File: src/rtl/int_req_ctrl_pkg.sv
// Shared types and constants for the interrupt request controller.
// Optional build macro: INT_REQ_CTRL_ROUND_ROBIN_EN selects round-robin arbitration.
package int_req_ctrl_pkg;

  localparam int unsigned IdWidth  = 3;
  localparam int unsigned VecWidth = 16;
  localparam int unsigned MaxSrc   = 1 << IdWidth;

  typedef enum logic [1:0] {
    StIdle = 2'd0,
    StReq  = 2'd1,
    StHold = 2'd2
  } state_e;

  // Handler address for a source ID; wraps modulo 2^VecWidth.
  function automatic logic [VecWidth-1:0] calc_vector(input logic [VecWidth-1:0] base,
                                                      input logic [VecWidth-1:0] stride,
                                                      input logic [IdWidth-1:0]  id);
    return base + stride * VecWidth'(id);
  endfunction

endpackage

File: src/rtl/int_prio_arb.sv
// Combinational arbiter: fixed lowest-index priority, or round-robin from a start
// pointer when INT_REQ_CTRL_ROUND_ROBIN_EN is defined.
module int_prio_arb
  import int_req_ctrl_pkg::*;
#(
  parameter int unsigned NUM_SRC = 4
) (
  input  logic [NUM_SRC-1:0] eligible,
`ifdef INT_REQ_CTRL_ROUND_ROBIN_EN
  input  logic [IdWidth-1:0] start,
`endif
  output logic               valid,
  output logic [IdWidth-1:0] win_id
);

`ifdef INT_REQ_CTRL_ROUND_ROBIN_EN
  logic [MaxSrc-1:0]  elig_ext;
  logic [IdWidth-1:0] idx;

  assign elig_ext = MaxSrc'(eligible);

  always_comb begin
    valid  = 1'b0;
    win_id = '0;
    idx    = '0;
    for (int unsigned k = 0; k < NUM_SRC; k++) begin
      idx = IdWidth'((32'(start) + k) % NUM_SRC);
      if (!valid && elig_ext[idx]) begin
        valid  = 1'b1;
        win_id = idx;
      end
    end
  end
`else
  always_comb begin
    valid  = 1'b0;
    win_id = '0;
    for (int unsigned i = 0; i < NUM_SRC; i++) begin
      if (!valid && eligible[i]) begin
        valid  = 1'b1;
        win_id = IdWidth'(i);
      end
    end
  end
`endif

endmodule

File: src/rtl/int_req_ctrl.sv
// Interrupt request controller: edge-detect, pending/mask, arbitrate, hold int_flag until ack.
// Optional build macro: INT_REQ_CTRL_ROUND_ROBIN_EN (round-robin arbitration).
module int_req_ctrl
  import int_req_ctrl_pkg::*;
#(
  parameter int unsigned          NUM_SRC     = 4,
  parameter logic [VecWidth-1:0]  VEC_BASE    = 16'h0010,
  parameter logic [VecWidth-1:0]  VEC_STRIDE  = 16'h0002,
  parameter int unsigned          HOLDOFF     = 4,
  parameter int unsigned          ACK_TIMEOUT = 32
) (
  input  logic                clk,
  input  logic                reset,
  input  logic [NUM_SRC-1:0]  irq_in,
  input  logic [NUM_SRC-1:0]  irq_mask,
  input  logic                ack,
  output logic                int_flag,
  output logic [VecWidth-1:0] vector,
  output logic [IdWidth-1:0]  active_id,
  output logic [NUM_SRC-1:0]  pending,
  output logic                busy,
  output logic                timeout_err
);

  state_e              state_q, state_d;
  logic [7:0]          cnt_q, cnt_d;
  logic [NUM_SRC-1:0]  irq_prev_q;
  logic [NUM_SRC-1:0]  pending_q, pending_d;
  logic [NUM_SRC-1:0]  edges, clr, eligible;
  logic [IdWidth-1:0]  active_id_q, active_id_d;
  logic [VecWidth-1:0] vector_q, vector_d;
  logic                timeout_err_q, timeout_err_d;
  logic                ack_take;
  logic                arb_valid;
  logic [IdWidth-1:0]  arb_id;

  assign edges    = irq_in & ~irq_prev_q;
  assign eligible = pending_q & ~irq_mask;

`ifdef INT_REQ_CTRL_ROUND_ROBIN_EN
  logic [IdWidth-1:0] last_q, last_d, rr_start;

  assign rr_start = (last_q == IdWidth'(NUM_SRC - 1)) ? '0 : last_q + 1'b1;
  // Pointer only moves on a real acknowledge; a timed-out source keeps its turn.
  assign last_d   = ack_take ? active_id_q : last_q;

  always_ff @(posedge clk) begin
    if (reset) last_q <= IdWidth'(NUM_SRC - 1);
    else       last_q <= last_d;
  end
`endif

  int_prio_arb #(
    .NUM_SRC (NUM_SRC)
  ) u_arb (
    .eligible (eligible),
`ifdef INT_REQ_CTRL_ROUND_ROBIN_EN
    .start    (rr_start),
`endif
    .valid    (arb_valid),
    .win_id   (arb_id)
  );

  always_comb begin
    state_d       = state_q;
    cnt_d         = cnt_q;
    active_id_d   = active_id_q;
    vector_d      = vector_q;
    timeout_err_d = timeout_err_q;
    clr           = '0;
    ack_take      = 1'b0;
    unique case (state_q)
      StIdle: begin
        if (arb_valid) begin
          active_id_d = arb_id;
          vector_d    = calc_vector(VEC_BASE, VEC_STRIDE, arb_id);
          cnt_d       = '0;
          state_d     = StReq;
        end
      end
      StReq: begin
        if (ack) begin
          clr      = NUM_SRC'(1) << active_id_q;
          ack_take = 1'b1;
          cnt_d    = '0;
          state_d  = StHold;
        end else if (cnt_q == 8'(ACK_TIMEOUT - 1)) begin
          timeout_err_d = 1'b1;
          cnt_d         = '0;
          state_d       = StHold;
        end else begin
          cnt_d = cnt_q + 8'd1;
        end
      end
      StHold: begin
        if (cnt_q == 8'(HOLDOFF - 1)) begin
          cnt_d   = '0;
          state_d = StIdle;
        end else begin
          cnt_d = cnt_q + 8'd1;
        end
      end
      default: state_d = StIdle;
    endcase
    // A fresh edge wins over the acknowledge clear of the same source.
    pending_d = (pending_q & ~clr) | edges;
  end

  always_ff @(posedge clk) begin
    if (reset) begin
      state_q       <= StIdle;
      cnt_q         <= '0;
      irq_prev_q    <= '0;
      pending_q     <= '0;
      active_id_q   <= '0;
      vector_q      <= '0;
      timeout_err_q <= 1'b0;
    end else begin
      state_q       <= state_d;
      cnt_q         <= cnt_d;
      irq_prev_q    <= irq_in;
      pending_q     <= pending_d;
      active_id_q   <= active_id_d;
      vector_q      <= vector_d;
      timeout_err_q <= timeout_err_d;
    end
  end

  assign int_flag    = (state_q == StReq);
  assign busy        = (state_q != StIdle);
  assign vector      = vector_q;
  assign active_id   = active_id_q;
  assign pending     = pending_q;
  assign timeout_err = timeout_err_q;

endmodule

File: config.mk
export PLATFORM = sky130hd
export DESIGN_NAME = int_req_ctrl
export DESIGN_NICKNAME = d
export VERILOG_FILES = /design/src/rtl/int_req_ctrl_pkg.sv /design/src/rtl/int_prio_arb.sv /design/src/rtl/int_req_ctrl.sv
export SDC_FILE = /design/constraint.sdc
export NUM_CORES = 1
export LEC_CHECK = 0
export ABC_CLOCK_PERIOD_IN_PS = 2100
export CELL_PAD_IN_SITES_DETAIL_PLACEMENT = 2
export CELL_PAD_IN_SITES_GLOBAL_PLACEMENT = 2
export CORE_UTILIZATION = 28
export CTS_CLUSTER_DIAMETER = 80
export CTS_CLUSTER_SIZE = 8
export DETAILED_ROUTE_END_ITERATION = 10
export PLACE_DENSITY_LB_ADDON = 0.2
export SLEW_MARGIN = 20
export SYNTH_ARGS = -nofsm -noshare
export SYNTH_HDL_FRONTEND = slang
export SYNTH_HIERARCHICAL = 1
export SYNTH_SLANG_ARGS = --single-unit
File: constraint.sdc
create_clock -name clk -period 2.1 [get_ports clk]
set_input_delay 0.315 -clock clk [delete_from_list [all_inputs] [get_ports clk]]
set_output_delay 0.315 -clock clk [all_outputs]
set_load 0.01 [all_outputs]
Word level (Yosys, flattened, before mapping)
Index checks and enable logic that the tools add are counted.
Widths: inputs -> output; s select.

operators by class
  shift-type cells = 1
  bitwise gates (word level) = 8
  reduce and logical (&&, ||, !) cells = 13
  multiplexer cells = 19
  $add $sub $neg = 2
  eq/ne operators = 7

operators by type and width
  cell                 count
  $mux 8               4
  $pmux 8 s3           1
  $and 4x4->4          3
  $mux 2               6
  $not 4->4            3
  $add 8x1->8 const B  1
  $eq 8x2->1 const B   1
  $eq 8x5->1 const B   1
  $mux 4               2
  $add 5x4->6 const A  1
  $pmux 2 s3           1
  $reduce_and 3->1     2
  $mux 1               5
  $ne 2x2->1 const B   2
  $or 4x4->4           1
  $reduce_and 2->1     2
  $shl 1x3->4 const A  1
  $logic_and 1x1->1    3
  $logic_not 1->1      3
  $ne 3x2->1 const B   1
  $reduce_bool 3->1    1
  $eq 2x1->1 const B   1
  $eq 2x2->1 const B   1
  $logic_not 2->1      1
  other kinds (2)      2

storage, ports and cells
  input port bits = 11
  register bits = 38
  output and inout bits = 26

Logic depth before layout (Yosys ltp)
Gate-level depths: netlist (run 1).

  depth in word-level cells = 14
  depth in mapped cells = 9

Cells and area by module
Netlist (run 1), hierarchy kept.

by module, submodules not included
  module        area an instance (µm²)  times used  cells each
  int_req_ctrl  1,362.6                 1           161
  int_prio_arb  46.3                    1           9

Least setup slack after synthesis (run 1)
OpenSTA, ideal clock, no wires.

  kind = register -> register
  start = reg pending_q[0] (netlist: pending[0])
  end = reg cnt_q[2]
  buffers on the path = 2
  clock period less this slack = 1,693 ps
  library setup time = 133 ps
  cell stages (with the launch flop) = 10
  setup slack = 407 ps
  arrival time = 1,560 ps
  cells stage by stage = dfxtp_1 > nor2b_1 > nor2_1 > nand2_1 > nor2b_1 > buf_2 > or2_2 > buf_1 > nand2_1 > a31oi_1

between the ends
  longest elaborated chain between the ends = 13

RTL lines
  item                                 RTL line             source
  start, declared                      int_req_ctrl.sv:28   logic [NUM_SRC-1:0] pending_q, pending_d;
  start signal, assigned               int_req_ctrl.sv:122  pending_q <= pending_d;
  $and 4x4->4 *                        int_req_ctrl.sv:38   assign eligible = pending_q & ~irq_mask;
  net eligible[0]                      int_req_ctrl.sv:29   logic [NUM_SRC-1:0] edges, clr, eligible;
  $mux 1 *                             int_prio_arb.sv:39   if (!valid && eligible[i]) begin
  $logic_not 1->1                      int_prio_arb.sv:39
  $logic_and 1x1->1                    int_prio_arb.sv:39
  $mux 1 *                             int_prio_arb.sv:39
  $logic_not 1->1                      int_prio_arb.sv:39
  $logic_and 1x1->1                    int_prio_arb.sv:39
  $mux 1 *                             int_prio_arb.sv:39
  $logic_not 1->1                      int_prio_arb.sv:39
  $logic_and 1x1->1                    int_prio_arb.sv:39
  $mux 1 *                             int_prio_arb.sv:39
  net arb_valid                        int_req_ctrl.sv:34   logic arb_valid;
  $ne 2x2->1 (no source line) *        -
  $reduce_and 2->1 (no source line) *  -
  end signal, assigned                 int_req_ctrl.sv:120  cnt_q <= cnt_d;
  end, declared                        int_req_ctrl.sv:26   logic [7:0] cnt_q, cnt_d;

The timed path passes the listed nets; every way through them passes the cells marked *.
A chain may end at the register's enable or synchronous reset.

Final worst setup path (run 1)
  start = reg state_q[0]
  end = out busy

between the ends
  longest elaborated chain between the ends = 1

RTL lines
  item                    RTL line             source
  start, declared         int_req_ctrl.sv:25   state_e state_q, state_d;
  start signal, assigned  int_req_ctrl.sv:111  state_q <= StIdle;
  start signal, assigned  int_req_ctrl.sv:119  state_q <= state_d;
  $reduce_bool 2->1       int_req_ctrl.sv:130  assign busy = (state_q != StIdle);
  end, declared           int_req_ctrl.sv:21   output logic busy,

No other way between the ends.

==> results of run 1 <==
-- worst max-delay path: stages, from the launching register on --
cell and delay [ps]:
dfxtp_1 370, inv_1 110, ha_1 220, buf_4 160, inv_1 50, clkdlybuf4s50_1 520
-- state kept, by name, summed over array words and instances (netlist names) --
name and flops:
active_id 2, cnt_q 8, irq_prev_q 4, pending 4
state_q 2, timeout_err 1, vector 2
-- metal layers --
metal  up-vias  share of wire (%)  global-route usage, %
li1        629                  -                      -
met1       656                 45                   18.2
met2        25                 51                   30.5
met3         5                2.8                   2.07
met4         0                1.4                   5.88
met5         -                  0                      0
-- cell families after synthesis --
logic type | after synthesis | share of synthesized area [%]
other cells | 2 | 0.533
buf+inv | 34 | 14.2
flops | 23 | 32.7
compound gates | 38 | 21.2
simple gates | 67 | 26.0
fa+ha+maj | 6 | 5.33
-- how the worst min path moves through the flow --
stage,endpoint,slack (ps)
floorplan,irq_prev_q[0],390
finish,timeout_err,480
CTS,cnt_q[1],480
global route,pending[3],510
detailed placement,timeout_err,470
global placement,cnt_q[1],460
-- synthesized netlist by cell type, drive strengths merged --
cell	instances
nor2	10
o2111ai	8
and2	1
buf	22
o21a	1
and3	1
nand2	17
clkbuf	2
nand4b	1
conb	2
nand2b	5
a41oi	2
ha	6
or4	2
nor2b	11
a31oi	5
or3	1
dfxtp	23
nor4bb	1
nand3	6
and4b	1
o21ai	2
a311oi	1
o211ai	4
o31ai	2
nor4	2
nor3	6
or2	1
nor3b	1
a21oi	12
o221ai	1
inv	10
-- report_power, final --
group	switching [mW]	internal, mW
logic	0.409	0.318
registers	0.0315	0.476
clock network	0.149	0.136
total	0.590	0.930
-- final cells by class --
cell class | instances | area share (%)
inverter | 10 | 2.12
sequential | 23 | 26.0
timing repair buffer | 39 | 19.9
tap | 67 | 4.74
clock buffer | 4 | 2.55
multi-input combinational | 124 | 44.6
-- stage by stage --
| step | hold WS (ps) | total power [mW] | instance area (um2) |
|---|---|---|---|
| floorplan | 387 | 0.935 | 1450 |
| global placement | 458 | 1.21 | 1720 |
| detailed placement | 466 | 1.25 | 1720 |
| CTS | 483 | 1.54 | 1770 |
| global route | 511 | 1.63 | 1770 |
| finish | 478 | 1.52 | 1770 |
==> impl_metrics.yaml, run 1 <==
status:
  run_status: "complete, no violations"
drt:
  firstDrtPassIters: 4
  number_of_remaining_drc_errors: 0
  drt_wl_total_um: 3960
  detail-route-antenna-nets: 0
  drtIter0Drc: 14
  detail_route.wl_per_cell_um: 14.8
  vias_per_cell: 4.93
  vias: 1315
worst_setup_path:
  crit_path_start_kind: "flip-flop"
  origin_of_the_worst_setup_path: "state_q[0]"
  worstSetupPathType: "reg -> out"
  critical_path_end: "busy"
  cp.required_ps: 1780
  end_kind: "output port"
  crit_fanout: 6
  rrSetupSlack_ps: 290
  reg2reg_to: "state_q[0]"
  timing.critical_path.arrival_ps: 1690
  r2r.worst_path.cells: 7
  crit-reg2reg-launch: "state_q[1]"
cells_and_area:
  area.sequential_um2: 460
  antennaDiodeCount: 0
  final_nets: 218
  fill_cells: 571
  mostFrequentLayoutCells: "clkdlybuf4s50_1 (24), dfxtp_1 (23), nand2_1 (17), buf_4 (15), conb_1 (13)"
  most_common_library_cell_in_the_layout_ignoring_fill_and_taps: "clkdlybuf4s50_1"
  drive_above_1_share_pct: 12.0
  finalCoreUtilization_pct: 37.0
  instances_no_fill: 267
  layout-area-overhead-vs-synth_pct: 25.6
  total_area_of_multi_input_combinational_cells_um2: 790
floorplanning:
  die_outline_width_um: 72.9
  die_area_um2: 5320
  floorplan.initialDensity_pct: 29.4
  die_y_um: 72.9
  coreArea_um2: 4790
  io-pin-count: 37
  row_count: 25
synthesis:
  synthesis.yosys.warnings: 6
  mappedNetlistArea_um2: 1410
  synth_top_area_share_pct: 32.7
  synthTopCellsByArea: "dfxtp_1 (33%), buf_4 (8.5%), ha_1 (5.3%)"
  syn_avg_cell_area_um2: 8.29
  synth_cell_types: 38
  post-synth-top-area-cell: "dfxtp_1"
  synth.ff_latch_count: 23
  netlist_instances: 170
  synth_sequential_area_ratio_pct: 32.7
placement:
  global_placer_s_final_weighted_congestion: 0.745
  placement.io_buffers: 24
  dpl_worst_slack_ps: -23.4
  post-dp-hpwl_um: 3090
  post-place-cells: 263
clock_network:
  clkTransAtPathRegs_ps: 80
  ctsHtreeMaxLevel: 1
  postCtsSetupRepairBufs: 0
  numClockSinks: 23
  clock_insertion_delay_worst_skew_ps: 270
  cts_tree: "built"
  cts.path.max_buffers: 2
  cts_hold_repair.buffers: 0
  cts_buffers: 3
  cts.repair.resized: 0
  cts-root-buf: "clkbuf_8"
global_routing:
  grt_start_max_net_pins: 16
  antenna_found_initial: 0
  first_global_vias: 1357
  wire_length_of_the_first_global_routing_pass_um: 6450
  globalRouteTotalUtil_pct: 16.1
  global_route_overflow: 0
timing:
  highest_clock_frequency_the_design_can_meet_mhz: 499
  rsz0062_at_grt: "no"
  post-route-min-period_ps: 2000
  timing_max_transition_violations_final: 0
  post-route-period-util_pct: 95.5
  timing.setup.tns_ps: 0
  skew_ps: 1.97
  timing.final.hold_violations: 0
  finalSetupViolCount: 0
  post-route-worst-setup-slack_ps: 95.1
power_and_ir_drop:
  ir_drop_v: 0.000302
  power_density_nw_per_um2: 859
  lkg_pwr_nw: 0.635
hold_path:
  holdCritStartpoint: "timeout_err"
  holdCritPathClass: "reg -> reg"
  whs_path_depth: 2
run:
  max_cap_violations: 0
Note: power is estimated with default switching activity, not from simulation.
==> run 2: changes to the inputs <==
--- a/config.mk
+++ b/config.mk
@@ -12,6 +12,7 @@
 export CTS_CLUSTER_DIAMETER = 80
 export CTS_CLUSTER_SIZE = 8
 export DETAILED_ROUTE_END_ITERATION = 10
+export GPL_ROUTABILITY_DRIVEN = 0
 export PLACE_DENSITY_LB_ADDON = 0.2
 export SLEW_MARGIN = 20
 export SYNTH_ARGS = -nofsm -noshare
==> results of run 2 <==
No change in the layout: final DEF, timing and power equal those of run 1.
==> run 3: changes to the inputs <==
--- a/config.mk
+++ b/config.mk
@@ -8,6 +8,7 @@
 export ABC_CLOCK_PERIOD_IN_PS = 2100
 export CELL_PAD_IN_SITES_DETAIL_PLACEMENT = 2
 export CELL_PAD_IN_SITES_GLOBAL_PLACEMENT = 2
+export CORE_ASPECT_RATIO = 0.9
 export CORE_UTILIZATION = 28
 export CTS_CLUSTER_DIAMETER = 80
 export CTS_CLUSTER_SIZE = 8
==> impl_metrics.yaml, run 3 (synthesis results as in run 1) <==
clock_network:
  clkTransAtPathRegs_ps: 80
  cts_tree: "built"
  numClockSinks: 23
  cts-root-buf: "clkbuf_8"
  cts_buffers: 3
  cts_hold_repair.buffers: 0
  cts.path.max_buffers: 2
  clock_insertion_delay_worst_skew_ps: 260
  ctsHtreeMaxLevel: 1
floorplanning:
  die_outline_width_um: 76.8
  io-pin-count: 37
  die_y_um: 69.3
  row_count: 24
  coreArea_um2: 4830
  floorplan.initialDensity_pct: 29.1
  die_area_um2: 5320
cells_and_area:
  max_reg_flops: 8
  antennaDiodeCount: 0
  finalCoreUtilization_pct: 36.4
  most_common_library_cell_in_the_layout_ignoring_fill_and_taps: "clkdlybuf4s50_1"
  registers.top_by_ff_count: "cnt_q"
  final_nets: 217
  finished_layout_cell_area_um2: 1760
  mostFrequentLayoutCells: "clkdlybuf4s50_1 (24), dfxtp_1 (22), nand2_1 (17), buf_4 (14), conb_1 (13)"
  drive_above_1_share_pct: 12.1
  layout-area-overhead-vs-synth_pct: 25.0
global_routing:
  globalRouteTotalUtil_pct: 17.2
  global_route_overflow: 0
  wire_length_of_the_first_global_routing_pass_um: 7130
  antenna_found_initial: 0
  first_global_vias: 1427
  grt_start_max_net_pins: 16
drt:
  vias: 1273
  drt_wl_total_um: 4240
  detail_route.wl_per_cell_um: 16.1
  firstDrtPassIters: 2
  vias_per_cell: 4.82
  drtIter0Drc: 26
  number_of_remaining_drc_errors: 0
  detail-route-antenna-nets: 0
power_and_ir_drop:
  share_clk_of_total_power_pct: 19.0
  ir_drop_v: 0.000246
  switching_power_mw: 0.579
  power.share.switching_pct: 38.6
  power_density_nw_per_um2: 852
  internal-power_mw: 0.920
  power.combinational.fraction_pct: 47.0
  lkg_pwr_nw: 0.630
  seq_power_share_pct: 34.0
hold_path:
  holdCritStartpoint: "cnt_q[1]"
  whs_path_depth: 2
  holdCritPathClass: "reg -> reg"
worst_setup_path:
  timing.critical_path.arrival_ps: 1690
  r2r.worst_path.cells: 7
  worstSetupPathType: "reg -> out"
  critical-path-top-delay-family: "buffers and inverters"
  worst_path_max_delay_cell: "clkdlybuf4s50_1"
  crit_path_start_kind: "flip-flop"
  cp.required_ps: 1780
  rrSetupSlack_ps: 300
  cells_along_the_critical_path: "inv_1 > ha_1 > buf_4 > inv_1 > clkdlybuf4s50_1"
  count_of_buffer_and_inverter_cells_on_the_critical_path: 4
  crit_fanout: 6
  origin_of_the_worst_setup_path: "state_q[1]"
  critical-path-max-stage-delay_ps: 530
  crit-reg2reg-launch: "pending[3]"
  worstSetupPathDepth: 5
  end_kind: "output port"
  crit_path_frequent_cell: "inv_1"
placement:
  placement.io_buffers: 24
  placed_cell_area_um2: 1710
  post-dp-hpwl_um: 3330
timing:
  timing.setup.tns_ps: 0
  highest_clock_frequency_the_design_can_meet_mhz: 499
  rsz0062_at_grt: "no"
  timing.final.hold_violations: 0
  post-route-min-period_ps: 2000
  finalSetupViolCount: 0
  skew_ps: 1.36
  post-route-period-util_pct: 95.4
  timing_max_transition_violations_final: 0
status:
  run_status: "complete, no violations"
run:
  max_cap_violations: 0
[run 3: cell types whose count changed in the layout (fill, tap and decap cells not counted)]
cell     before  now
dfxtp_2       0    1
dfxtp_1      23   22
buf_4        15   14
[run 3: cell type report]
| type | count | area, um2 |
|---|---|---|
| Clock buffer | 4 | 45.0 |
| Fill cell | 580 | 3070 |
| Inverter | 10 | 37.5 |
| Multi-Input combinational cell | 124 | 790 |
| Sequential cell | 23 | 462 |
| Tap cell | 65 | 81.3 |
| Timing Repair Buffer | 38 | 345 |
[run 3: worst register-to-register path: stages, from the launching register on]
cell	delay, ps
dfxtp_1	360
nor2b_1	250
nor2_1	110
nand2_1	110
nor2b_1	90
buf_4	170
or4_1	530
o31ai_1	90
[run 3: timing repair]
action / in CTS / in global routing
resized for setup: 0 / 1
endpoints found under the setup margin: 0 / 1
setup buffers: 0 / 0
[run 3: final timing paths]
kind                     end
setup / recovery        busy
hold / removal      cnt_q[1]
setup reg to reg  state_q[1]
hold reg to reg     cnt_q[1]
[run 3: layer usage]
metal,GRT usage (%),vias up,wire (um)
met5,0,-,0
met2,30.8,23,2100
met3,2.50,5,124
li1,-,624,-
met4,4.49,0,38
met1,21.4,621,1980
[run 3: metrics by stage]
stage	total power [mW]	instances	hold slack, ps	setup WS (ps)
final	1.50	264	481	95.9
after global routing	1.61	264	526	7.59
after CTS	1.52	264	485	62.6
after detailed placement	1.23	260	472	-5.99
after global placement	1.20	260	460	77.2
after floorplan	0.935	181	387	407
[run 3: power groups by stage]
| stage | Combinational [mW] | Sequential [mW] | Clock (mW) |
|---|---|---|---|
| floorplan | 0.416 | 0.519 | 0 |
| global placement | 0.688 | 0.515 | 0 |
| detailed placement | 0.710 | 0.519 | 0 |
| CTS | 0.717 | 0.508 | 0.298 |
| global route | 0.780 | 0.518 | 0.315 |
| finish | 0.705 | 0.510 | 0.285 |
